`config.mk`:
```
export PLATFORM = sky130hd
export DESIGN_NAME = cayde_id_stage
export DESIGN_NICKNAME = d
export VERILOG_FILES = /design/src/rtl/cayde_pkg.sv /design/src/rtl/cayde_scoreboard.sv /design/src/rtl/cayde_id_stage.sv
export SDC_FILE = /design/constraint.sdc
export NUM_CORES = 1
export LEC_CHECK = 0
export CORE_MARGIN = 2
export CORE_UTILIZATION = 26
export CTS_BUF_LIST = sky130_fd_sc_hd__clkbuf_4
export DETAILED_ROUTE_END_ITERATION = 10
export MAX_ROUTING_LAYER = met4
export PLACE_DENSITY = 0.49
export RECOVER_POWER = 100
export SLEW_MARGIN = 20
export SYNTH_ARGS = -nofsm -noshare
export SYNTH_HDL_FRONTEND = slang
export SYNTH_HIERARCHICAL = 1
export SYNTH_SLANG_ARGS = --single-unit
```
`constraint.sdc`:
```
create_clock -name clk_i -period 3.2 [get_ports clk_i]
set_input_delay 0.64 -clock clk_i [delete_from_list [all_inputs] [get_ports clk_i]]
set_output_delay 0.64 -clock clk_i [all_outputs]
set_load 0.005 [all_outputs]
```
`src/rtl/cayde_pkg.sv`:
```
// Shared constants and decode types for the cayde decode/issue stage.
// ALU op codes match the encoding the downstream cayde ALU expects.
package cayde_pkg;

  localparam logic [6:0] ALU_ADD = 7'd0;
  localparam logic [6:0] ALU_SUB = 7'd1;
  localparam logic [6:0] ALU_XOR = 7'd2;
  localparam logic [6:0] ALU_AND = 7'd3;
  localparam logic [6:0] ALU_OR  = 7'd4;
  localparam logic [6:0] ALU_SLL = 7'd6;
  localparam logic [6:0] ALU_SRL = 7'd8;
  localparam logic [6:0] ALU_SRA = 7'd9;
  localparam logic [6:0] ALU_NOP = 7'd127;

  localparam logic [6:0] OPC_OP    = 7'b0110011;
  localparam logic [6:0] OPC_OPIMM = 7'b0010011;

  localparam logic [6:0] F7_BASE = 7'b0000000;
  localparam logic [6:0] F7_ALT  = 7'b0100000;

  localparam logic [2:0] F3_ADD  = 3'b000;
  localparam logic [2:0] F3_SLL  = 3'b001;
  localparam logic [2:0] F3_SLT  = 3'b010;
  localparam logic [2:0] F3_SLTU = 3'b011;
  localparam logic [2:0] F3_XOR  = 3'b100;
  localparam logic [2:0] F3_SR   = 3'b101;
  localparam logic [2:0] F3_OR   = 3'b110;
  localparam logic [2:0] F3_AND  = 3'b111;

  typedef enum logic [1:0] {
    OPB_RS2   = 2'd0,
    OPB_IMM   = 2'd1,
    OPB_SHAMT = 2'd2
  } opb_sel_e;

  typedef struct packed {
    logic [6:0] alu_op;
    opb_sel_e   opb_sel;
    logic       use_rs1;
    logic       use_rs2;
    logic       illegal;
  } dec_t;

endpackage

```
`src/rtl/cayde_scoreboard.sv`:
```
// Busy-register scoreboard: one bit per architectural register, x0 never busy.
// Writeback and flush clears apply together; a same-cycle set of the same register wins.
module cayde_scoreboard #(
  parameter int REG_AW = 5
) (
  input  logic              clk,
  input  logic              rst_n,
  input  logic              set_en,
  input  logic [REG_AW-1:0] set_addr,
  input  logic              clr_en,
  input  logic [REG_AW-1:0] clr_addr,
  input  logic              fclr_en,
  input  logic [REG_AW-1:0] fclr_addr,
  input  logic [REG_AW-1:0] look_a_addr,
  output logic              look_a_busy,
  input  logic [REG_AW-1:0] look_b_addr,
  output logic              look_b_busy
);

  localparam int NREG = 1 << REG_AW;

  logic [NREG-1:0] busy;
  logic [NREG-1:0] busy_nxt;

  always_comb begin
    busy_nxt = busy;
    if (clr_en)  busy_nxt[clr_addr]  = 1'b0;
    if (fclr_en) busy_nxt[fclr_addr] = 1'b0;
    if (set_en)  busy_nxt[set_addr]  = 1'b1;
    busy_nxt[0] = 1'b0;
  end

  always_ff @(posedge clk or negedge rst_n) begin
    if (!rst_n) busy <= '0;
    else        busy <= busy_nxt;
  end

  // Lookups see the registered vector, so a register retiring this cycle still reads busy.
  assign look_a_busy = busy[look_a_addr];
  assign look_b_busy = busy[look_b_addr];

endmodule

```
`src/rtl/cayde_id_stage.sv`:
```
// Decode/issue stage feeding the cayde ALU: decodes RV32I OP/OP-IMM, checks
// operand hazards against the busy scoreboard, and holds one bundle for EX.
module cayde_id_stage
  import cayde_pkg::*;
#(
  parameter int XLEN   = 32,
  parameter int REG_AW = 5
) (
  input  logic              clk_i,
  input  logic              rst_ni,
  input  logic              instr_valid_i,
  input  logic [31:0]       instr_i,
  output logic              instr_ready_o,
  output logic [REG_AW-1:0] rs1_addr_o,
  output logic [REG_AW-1:0] rs2_addr_o,
  input  logic [XLEN-1:0]   rs1_data_i,
  input  logic [XLEN-1:0]   rs2_data_i,
  output logic              ex_valid_o,
  input  logic              ex_ready_i,
  output logic [6:0]        alu_op_o,
  output logic [XLEN-1:0]   op_a_o,
  output logic [XLEN-1:0]   op_b_o,
  output logic [REG_AW-1:0] rd_addr_o,
  output logic              rd_we_o,
  output logic              illegal_o,
  input  logic              wb_valid_i,
  input  logic [REG_AW-1:0] wb_rd_i,
  input  logic              flush_i
);

  logic [6:0]        opcode;
  logic [2:0]        funct3;
  logic [6:0]        funct7;
  logic [REG_AW-1:0] rd_d;
  dec_t              dec;
  logic              rd_we_d;
  logic [XLEN-1:0]   op_a_d;
  logic [XLEN-1:0]   op_b_d;

  logic busy_rs1;
  logic busy_rs2;
  logic hazard;
  logic free;
  logic accept;

  logic              vld_p0;
  logic [6:0]        alu_op_p0;
  logic [XLEN-1:0]   op_a_p0;
  logic [XLEN-1:0]   op_b_p0;
  logic [REG_AW-1:0] rd_p0;
  logic              rd_we_p0;
  logic              illegal_p0;

  assign opcode     = instr_i[6:0];
  assign funct3     = instr_i[14:12];
  assign funct7     = instr_i[31:25];
  assign rd_d       = instr_i[7 +: REG_AW];
  assign rs1_addr_o = instr_i[15 +: REG_AW];
  assign rs2_addr_o = instr_i[20 +: REG_AW];

  // Anything left at ALU_NOP after the opcode/funct match is an unsupported encoding.
  always_comb begin
    dec = '{alu_op: ALU_NOP, opb_sel: OPB_RS2, use_rs1: 1'b0, use_rs2: 1'b0, illegal: 1'b1};
    if (opcode == OPC_OP) begin
      case (funct3)
        F3_ADD: begin
          if (funct7 == F7_BASE)     dec.alu_op = ALU_ADD;
          else if (funct7 == F7_ALT) dec.alu_op = ALU_SUB;
        end
        F3_SLL: if (funct7 == F7_BASE) dec.alu_op = ALU_SLL;
        F3_XOR: if (funct7 == F7_BASE) dec.alu_op = ALU_XOR;
        F3_SR: begin
          if (funct7 == F7_BASE)     dec.alu_op = ALU_SRL;
          else if (funct7 == F7_ALT) dec.alu_op = ALU_SRA;
        end
        F3_OR:  if (funct7 == F7_BASE) dec.alu_op = ALU_OR;
        F3_AND: if (funct7 == F7_BASE) dec.alu_op = ALU_AND;
        default: ;
      endcase
      dec.illegal = (dec.alu_op == ALU_NOP);
      dec.use_rs1 = !dec.illegal;
      dec.use_rs2 = !dec.illegal;
    end else if (opcode == OPC_OPIMM) begin
      // Only the shift-immediates carry a funct7; the rest use [31:25] as immediate bits.
      case (funct3)
        F3_ADD: begin dec.alu_op = ALU_ADD; dec.opb_sel = OPB_IMM; end
        F3_XOR: begin dec.alu_op = ALU_XOR; dec.opb_sel = OPB_IMM; end
        F3_OR:  begin dec.alu_op = ALU_OR;  dec.opb_sel = OPB_IMM; end
        F3_AND: begin dec.alu_op = ALU_AND; dec.opb_sel = OPB_IMM; end
        F3_SLL: begin
          if (funct7 == F7_BASE) dec.alu_op = ALU_SLL;
          dec.opb_sel = OPB_SHAMT;
        end
        F3_SR: begin
          if (funct7 == F7_BASE)     dec.alu_op = ALU_SRL;
          else if (funct7 == F7_ALT) dec.alu_op = ALU_SRA;
          dec.opb_sel = OPB_SHAMT;
        end
        default: ;
      endcase
      dec.illegal = (dec.alu_op == ALU_NOP);
      dec.use_rs1 = !dec.illegal;
    end
  end

  always_comb begin
    op_a_d = '0;
    op_b_d = '0;
    if (!dec.illegal) begin
      op_a_d = rs1_data_i;
      case (dec.opb_sel)
        OPB_IMM:   op_b_d = {{(XLEN-12){instr_i[31]}}, instr_i[31:20]};
        OPB_SHAMT: op_b_d = {{(XLEN-5){1'b0}}, instr_i[24:20]};
        default:   op_b_d = rs2_data_i;
      endcase
    end
  end

  assign rd_we_d       = !dec.illegal && (rd_d != '0);
  assign hazard        = (dec.use_rs1 && busy_rs1) || (dec.use_rs2 && busy_rs2);
  assign free          = !vld_p0 || ex_ready_i;
  assign instr_ready_o = free && !hazard && !flush_i;
  assign accept        = instr_valid_i && instr_ready_o;

  cayde_scoreboard #(
    .REG_AW (REG_AW)
  ) u_sb (
    .clk         (clk_i),
    .rst_n       (rst_ni),
    .set_en      (accept && rd_we_d),
    .set_addr    (rd_d),
    .clr_en      (wb_valid_i),
    .clr_addr    (wb_rd_i),
    .fclr_en     (flush_i && vld_p0 && rd_we_p0),
    .fclr_addr   (rd_p0),
    .look_a_addr (rs1_addr_o),
    .look_a_busy (busy_rs1),
    .look_b_addr (rs2_addr_o),
    .look_b_busy (busy_rs2)
  );

  // Stage p0: single-entry issue register toward EX.
  always_ff @(posedge clk_i or negedge rst_ni) begin
    if (!rst_ni) begin
      vld_p0     <= 1'b0;
      alu_op_p0  <= '0;
      op_a_p0    <= '0;
      op_b_p0    <= '0;
      rd_p0      <= '0;
      rd_we_p0   <= 1'b0;
      illegal_p0 <= 1'b0;
    end else if (accept) begin
      vld_p0     <= 1'b1;
      alu_op_p0  <= dec.alu_op;
      op_a_p0    <= op_a_d;
      op_b_p0    <= op_b_d;
      rd_p0      <= rd_d;
      rd_we_p0   <= rd_we_d;
      illegal_p0 <= dec.illegal;
    end else if (flush_i || ex_ready_i) begin
      vld_p0     <= 1'b0;
    end
  end

  assign ex_valid_o = vld_p0;
  assign alu_op_o   = alu_op_p0;
  assign op_a_o     = op_a_p0;
  assign op_b_o     = op_b_p0;
  assign rd_addr_o  = rd_p0;
  assign rd_we_o    = rd_we_p0;
  assign illegal_o  = illegal_p0;

endmodule

```
* Word-level counts from Yosys, hierarchy flattened *
Cells that the tools add are included.

word-level totals
  bits in registers = 110
  latch bits = 0
  RAM bits = 0
  ROM bits = 0
  input port bits = 107
  output and inout port bits = 90
  word-level logic and storage cells = 96
  memories = 0

operators by class
  $add $sub $neg = 0
  multiply operators = 0
  divide/modulo/power cells = 0
  magnitude comparators = 8
  eq/ne operators = 12
  shifts and indexed selects = 0
  mux-type cells = 38
  bitwise gates (word level) = 5
  reductions and logical operators = 25

operators with widths
  kind                count
  $mux 32             5
  $mux 7              10
  $and 32x32->32      2
  $not 32->32         2
  $pmux 32 s2         1
  $pmux 9 s6          1
  $pmux 7 s6          1
  $or 32x32->32       1
  $lt 5x6->1 const B  5
  $mux 9              2
  $demux 1 s5         3
  $ge 5x1->1 const B  3
  $eq 7x6->1 const B  2
  $eq 7x7->1 const B  2
  $eq 3x3->1 const B  4
  $logic_and 1x1->1   12
  $mux 1              11
  $bmux 1 s5          2
  $mux 10             1
  $eq 7x5->1 const B  1
  $logic_not 7->1     1
  $logic_not 1->1     6
  $reduce_bool 5->1   1
  $eq 3x1->1 const B  1
  other kinds (6)     8

* Depth between registers and ports, before layout *
Gate-level depths: netlist (run 1).

  depth after elaboration = 18
  depth in mapped cells = 12
  gate-level depth less buffers = 11

* Modules after synthesis *
Netlist (run 1), hierarchy kept.

by module, submodules not included
  module            times used  cells an instance  area an instance (um2)  seq. area each (um2)
  cayde_id_stage    1           309                3,568.4                 1,926.8
  cayde_scoreboard  1           234                2,219.6                 775.7

* Worst setup path after synthesis (run 1) *
No wires, ideal clock.

  path type = input-to-reg
  start point = input instr_i[20]
  end point = register u_sb.busy[12]
  setup time = 0.065 ns
  data arrival time = 3.229 ns
  data required time = 3.135 ns
  setup slack = -0.094 ns
  cell stages on the path = 12
  path buffers = 1
  cell sequence = buf_2 -> mux4_2 -> nand2b_1 -> o211ai_1 -> nand4_1 -> nand4_1 -> nor4_4 -> nor2_1 -> nor4b_1 -> nor3b_1 -> inv_1 -> a2bb2o_1

on the way
  word-level cells in the longest chain between the ends = 10

ends and longest elaborated chain
  item                             RTL line                text
  start: declaration               cayde_id_stage.sv:12    input logic [31:0] instr_i,
  $bmux 1 s5                       cayde_scoreboard.sv:40  assign look_b_busy = busy[look_b_addr];
  $mux 1 (not written as such)     cayde_scoreboard.sv:40
  via busy_rs2                     cayde_id_stage.sv:41    logic busy_rs2;
  $logic_and 1x1->1                cayde_id_stage.sv:120   assign hazard = (dec.use_rs1 && busy_rs1) || (dec.use_rs2 && busy_rs2);
  $logic_or 1x1->1                 cayde_id_stage.sv:120
  $logic_not 1->1                  cayde_id_stage.sv:122   assign instr_ready_o = free && !hazard && !flush_i;
  $logic_and 1x1->1 (2 in series)  cayde_id_stage.sv:122
  $logic_and 1x1->1                cayde_id_stage.sv:123   assign accept = instr_valid_i && instr_ready_o;
  $logic_and 1x1->1                cayde_id_stage.sv:130   .set_en (accept && rd_we_d),
  $mux 32                          cayde_scoreboard.sv:29  if (set_en) busy_nxt[set_addr] = 1'b1;
  via u_sb.busy_nxt[12]            cayde_scoreboard.sv:23  logic [NREG-1:0] busy_nxt;
  end signal: assignment           cayde_scoreboard.sv:35  else busy <= busy_nxt;
  end: declaration                 cayde_scoreboard.sv:22  logic [NREG-1:0] busy;

The timed path passes the listed nets, and every way through them passes these cells. The select of a mux whose other input is x is not followed.
A chain may end at the register's enable or synchronous reset.

* Worst setup path after layout (run 1) *
  start point = input instr_i[28]
  end point = output instr_ready_o

on the way
  word-level cells in the longest chain between the ends = 15
  elaborated cells on any way between the ends = 28
  classes of those cells = eq/ne: 3; mux: 16; reduce/logical: 9

ends and longest elaborated chain
  item                                 RTL line                                                          text
  $eq 7x6->1                           cayde_id_stage.sv:68, cayde_id_stage.sv:74, cayde_id_stage.sv:96
  $mux 7                               cayde_id_stage.sv:74, cayde_id_stage.sv:96
  $mux 7                               cayde_id_stage.sv:73, cayde_id_stage.sv:95
  $pmux 9 s6                           cayde_id_stage.sv:85                                              case (funct3)
  $mux 9                               cayde_id_stage.sv:83                                              end else if (opcode == OPC_OPIMM) begin
  $mux 9                               cayde_id_stage.sv:64                                              if (opcode == OPC_OP) begin
  $eq 7x7->1                           cayde_id_stage.sv:101                                             dec.illegal = (dec.alu_op == ALU_NOP);
  $logic_not 1->1                      cayde_id_stage.sv:102                                             dec.use_rs1 = !dec.illegal;
  $mux 10                              cayde_id_stage.sv:83
  $mux 1                               cayde_id_stage.sv:64
  $logic_and 1x1->1                    cayde_id_stage.sv:120
  $logic_or 1x1->1 (*)                 cayde_id_stage.sv:120
  $logic_not 1->1 (*)                  cayde_id_stage.sv:122
  $logic_and 1x1->1 (*) (2 in series)  cayde_id_stage.sv:122
  end: declaration                     cayde_id_stage.sv:13                                              output logic instr_ready_o,

Mark *: on every way between the ends. The rest lies on a longest branch, timed or not. The select of a mux whose other input is x is not followed.

==> results of run 1 <==
[through the flow]
step	setup TNS (ns)	cells	util [%]	worst slack, ns
final	0	1051	39.1	0.0465
after global routing	-1.27	1051	39.1	-0.0901
after CTS	-0.0354	1049	39.3	-0.0354
after detailed placement	-34.57	1029	38.3	-0.722
after global placement	-29.44	1029	38.3	-0.708
after floorplan	0	543	-	0.139
[metal layers]
| layer | track usage, % | vias up |
|---|---|---|
| met5 | - | - |
| met4 | 6.04 | 0 |
| met3 | 3.12 | 31 |
| met2 | 26.4 | 227 |
| met1 | 22.4 | 2655 |
| li1 | - | 2509 |
[cell families (layout without fill, tap and decap cells)]
kind of cell	count (synthesis)	count (layout)	share of synthesized area, %
mux	33	33	7.16
fa+ha+maj	2	2	0.432
compound gates	199	199	25.2
buf+inv	62	289	6.31
simple gates	139	139	14.2
other cells	0	1	0
flops	108	108	46.7
[final timing paths]
path	startpoint	end	slack, ns
setup / recovery	instr_i[28]	instr_ready_o	0.05
hold / removal	rst_ni	op_a_o[31]$_DFFE_PN0P_	0.49
setup reg to reg	u_sb/busy[7]$_DFF_PN0_	rd_addr_o[0]$_DFFE_PN0P_	0.15
hold reg to reg	op_b_o[0]$_DFFE_PN0P_	op_b_o[0]$_DFFE_PN0P_	0.51
max in group asynchronous	rst_ni	u_sb/busy[23]$_DFF_PN0_	0.64
min in group clk_i	op_b_o[0]$_DFFE_PN0P_	op_b_o[0]$_DFFE_PN0P_	0.51
[flip-flops by register name, summed over array words and instances, names as in the netlist]
name and flops:
op_a_o 32, op_b_o 32, u_sb/busy 31, alu_op_o 5, rd_addr_o 5, ex_valid_o 1
illegal_o 1, rd_we_o 1
[critical path: stages]
cell	delay (ns)
clkdlybuf4s50_1	0.45
nor4_2	0.27
nand2_1	0.10
buf_4	0.18
a2111oi_4	0.41
o22ai_2	0.14
and2_1	0.18
buf_2	0.13
[synth_stat cells, types with 10 or more instances]
cell type    n
a21oi_1     42
a22o_1      51
a22oi_1     27
and3b_1     10
buf_2       13
buf_4       15
clkbuf_1    15
dfrtp_1    108
inv_1       11
mux2i_1     20
nand2_1     32
nand3_1     14
nor2_1      16
nor2b_1     10
nor3b_1     17
o211ai_1    12
o21ai_0     24
o2bb2ai_1   28
[layout make-up]
cell class / instances / area (µm²)
fill: 2146 / 13300
multi-input combinational: 373 / 2770
sequential: 108 / 2700
timing repair buffer: 262 / 2510
tap: 280 / 350
clock inverter: 7 / 82.6
clock buffer: 9 / 67.6
inverter: 11 / 41.3
antenna: 1 / 2.50
[timing repair]
| item | in CTS | in global routing |
|---|---|---|
| resized for setup | 24 | 5 |
| setup endpoints to repair | 1 | 3 |
| pin swaps | 11 | 6 |
| endpoints found under the hold margin | 0 | 0 |
| buffers inserted | 4 | 1 |
[power by group]
group / internal [mW] / switching [mW]
Combinational: 0.245 / 0.197
Clock: 0.253 / 0.490
Sequential: 1.38 / 0.0351
==> flow_summary.toml, run 1 <==
[worst_setup_path]
worst_setup_path_start_kind = "input pin"
worst-path-max-fanout = 5
criticalPathCategory = "in2out"
worstRegToRegCells = 11
crit_path_end_kind = "output pin"
cp.required_ns = 2.56
critPathArrivalTime_ns = 2.51

[global_routing]
antenna_found_initial = 1
grt_pass1_wl_mm = 30.8
grt_max_degree = 56
overflow = 0
grt_pass1_vias = 5562
gr-usage-all-layers_pct = 17.1

[floorplan]
fp-row-count = 54
die_height_um = 153
ios = 197
fp.dieW_um = 153
fp.coreArea_um2 = 21800
dieArea_um2 = 23500
start_util_pct = 26.5

[timing]
rsz0062_at_grt = "yes"
fin_crit_ns = 3.15
drv_slew = 0
max_slew_margin_pct = 2.70
fin_crit_sh_pct = 98.5
finClkSkew_ns = 0.0251
holdWs_ns = 0.485
fmaxAchievable_mhz = 317
hold_viol = 0
finalSetupViolCount = 0
worst_slew_pin_slew_ns = 1.46

[detailed_routing]
routed-wl-met2_mm = 9.28
routedLengthMet1_mm = 8.62
drt_iter0_drc = 335
drtAntennaViolNets = 0
top_layer_used = "met4"
drcViolationCount = 0
vias = 5422
drt-vias-per-instance = 5.16
wl_per_cell_um = 18.5
detail_route.first_pass.iterations = 5
drt-total-wl_mm = 19.5
route.met3.wl_mm = 1.17

[placement]
io_buffers = 196
placed_area_um2 = 8350
dp.final_hpwl_mm = 14.8
place.gp.congestion = 0.844

[clock_network]
cts_tree = "done"
cts_max_path_buffers = 2
cts_root_buf = "clkbuf_4"
htree_num_levels = 3
cts_hold_buffers = 0
cts_buffers = 9
clock_latency_ns = 0.48
cts.sinks = 108
cts.clk_slew.worst_paths_ns = 0.19

[synthesis]
ys.flop_type = "dfrtp_1"
synth_cell_types = 49
ys_ff_latch = 108
seq_area_frac_synth_pct = 46.7
synth_area_leaders = "dfrtp_1 47%, a22o_1 7.7%, o2bb2ai_1 4.2%, a21oi_1 3.6%, a22oi_1 3.5%"
synth_fp_nets = 652
syn_inst = 543
async_flop_share_pct = 100
synth_top_area_share_pct = 46.7
yosysTopAreaCell = "dfrtp_1"
ys_warn_count = 6
syn_area_um2 = 5790
syn_area_per_cell_um2 = 10.7
synth_edf_count = 0

[pwr]
power_mw = 2.60
ir_worst_vdd_mv = 0.221
power_density_nw_per_um2 = 305
p_leak_nw = 3.78

[layout]
layout-drive-gt1-share_pct = 13.4
layout_common_cells = "107 x dfrtp_1, 104 x clkdlybuf4s50_1, 83 x dlygate4sd3_1"
layout_commonest_cell = "dfrtp_1"
nets = 874
stdcell_area_um2 = 8540
syn_to_final_growth_pct = 47.5

[outcome]
status = "finished, final reports clean"

[min_path]
min_path_type = "in2async"

[run]
cap_violations = 0
No activity file was read; power rests on OpenSTA's default activity.
==> inputs of run 2 (changes only) <==
CORE_MARGIN = 1   (was 2)
==> run 2 against run 1 <==
Effect of this change:
- combinational power grew 3%
- sequential power is essentially flat
- fmax grew 0.96%
==> flow_summary.toml, run 2 (synthesis results as in run 1) <==
[outcome]
status = "finished, final reports clean"

[worst_setup_path]
worstRegToRegCells = 12
cp.required_ns = 2.56
cp_cell_sequence = "mux4_2 > nand2b_4 > o2111ai_2 > nand4_1 > o22ai_2 > and2_1 > buf_2"
cp.depth = 7
crit_path_end_kind = "output pin"
critPathSlowestCell = "mux4_2"
cp_top_family = "simple AND/OR/NAND/NOR gates"
critPathArrivalTime_ns = 2.48
worst_setup_path_start_kind = "flop"
slowest_delay_ns = 0.50
worst-path-max-fanout = 3
criticalPathCategory = "reg2out"
cp.buffers_inverters = 1

[floorplan]
dieArea_um2 = 22900
ios = 197
fp-row-count = 54
fp.dieW_um = 151
die_height_um = 151
start_util_pct = 26.5
fp.coreArea_um2 = 21800

[timing]
worst_slew_pin_slew_ns = 1.42
rsz0062_at_grt = "yes"
fin_crit_sh_pct = 97.6
setup_tns_ns = 0
finalSetupViolCount = 0
finClkSkew_ns = 0.0237
setup_slack_ns = 0.0765
drv_slew = 0
max_slew_margin_pct = 5.03
fin_crit_ns = 3.12
fmaxAchievable_mhz = 320
hold_viol = 0

[pwr]
switchingPower_mw = 0.737
p_comb_share_pct = 17.8
p_int_mw = 1.82
ir_worst_vdd_mv = 0.138
power_frac_seq_pct = 55.4
clockPowerShare_pct = 26.8
p_leak_nw = 3.84
power_density_nw_per_um2 = 295
swShare_pct = 28.9

[global_routing]
grt_pass1_wl_mm = 29.7
grt_max_degree = 56
grt_pass1_vias = 5403
gr-usage-all-layers_pct = 17.6
antenna_found_initial = 1
overflow = 0

[clock_network]
cts_hold_buffers = 0
htree_num_levels = 3
cts_buffers = 9
cts_max_path_buffers = 2
cts.sinks = 108
cts.clk_slew.worst_paths_ns = 0.18
cts_root_buf = "clkbuf_4"
clock_latency_ns = 0.48
cts_tree = "done"

[detailed_routing]
drt-vias-per-instance = 5.11
detail_route.first_pass.iterations = 5
drtAntennaViolNets = 0
drt_iter0_drc = 313
wl_per_cell_um = 18.6
drt-total-wl_mm = 19.7
vias = 5425
drcViolationCount = 0

[placement]
place.gp.congestion = 0.870
io_buffers = 196
place_ws_ns = -0.746
dp.final_hpwl_mm = 14.6

[layout]
layout_commonest_cell = "dfrtp_1"
syn_to_final_growth_pct = 49.5
layout-drive-gt1-share_pct = 16.0
nets = 884
fillers = 2148
seq_area_um2 = 2710
final_util_pct = 39.7
layout_common_cells = "105 x dfrtp_1, 103 x clkdlybuf4s50_1, 83 x dlygate4sd3_1"
multiInputGateArea_um2 = 2800

[min_path]
min_path_type = "in2async"

[run]
cap_violations = 0
[run 2: changes by cell type in the layout (fill, tap and decap cells not counted), moves of 2 or more]
cell,before,now
mux2i_1,20,18
clkbuf_1,7,3
dfrtp_1,107,105
buf_4,46,62
dfrtp_2,1,3
[run 2: repair_timing]
action                                 4_1_cts  5_1_grt
setup endpoints to repair                    1        1
pin swaps                                   11        6
buffers inserted                            11        2
gates resized for setup                     24       10
endpoints found under the hold margin        0        0
cloned                                       0        1
[run 2: metrics by stage]
step / total power [mW] / instance area, µm² / hold WS [ns] / cells
after detailed placement: 1.89 / 8360 / 0.474 / 1030
after CTS: 2.60 / 8610 / 0.191 / 1057
after floorplan: 1.60 / 5790 / 0.344 / 543
after global placement: 1.88 / 8360 / 0.474 / 1030
final: 2.56 / 8650 / 0.469 / 1062
after global routing: 2.69 / 8650 / 0.522 / 1061
[run 2: per-layer routing]
layer,wire (µm),vias up,GRT usage [%],part of all wire (%)
li1,-,2530,-,-
met1,8640,2648,22.8,44
met2,9480,219,27.9,48
met3,1180,28,2.62,6.0
met4,411,0,6.20,2.1
met5,0,-,-,0
[run 2: path summary, 6_finish.rpt]
| kind | startpoint | to | slack (ns) |
|---|---|---|---|
| min in group clk_i | op_b_o[0]$_DFFE_PN0P_ | op_b_o[0]$_DFFE_PN0P_ | 0.50 |
| min reg2reg | op_b_o[0]$_DFFE_PN0P_ | op_b_o[0]$_DFFE_PN0P_ | 0.50 |
| max reg2reg | u_sb/busy[23]$_DFF_PN0_ | u_sb/busy[12]$_DFF_PN0_ | 0.25 |
| min | rst_ni | u_sb/busy[24]$_DFF_PN0_ | 0.47 |
| max in group asynchronous | rst_ni | op_a_o[7]$_DFFE_PN0P_ | 0.72 |
| max | u_sb/busy[23]$_DFF_PN0_ | instr_ready_o | 0.08 |
[run 2: power by group through the flow]
stage / clock network [mW] / registers, mW / logic [mW]
floorplan: 0 / 1.42 / 0.175
global placement: 0 / 1.44 / 0.445
detailed placement: 0 / 1.44 / 0.452
CTS: 0.721 / 1.42 / 0.462
global route: 0.775 / 1.42 / 0.492
finish: 0.686 / 1.42 / 0.454
[run 2: final cells by class]
type | count | share of cell area, %
Multi-Input combinational cell | 373 | 32.3
Clock buffer | 10 | 0.867
Antenna cell | 2 | 0.0578
Sequential cell | 108 | 31.3
Timing Repair Buffer | 272 | 30.3
Inverter | 11 | 0.477
Tap cell | 280 | 4.05
Clock inverter | 6 | 0.651
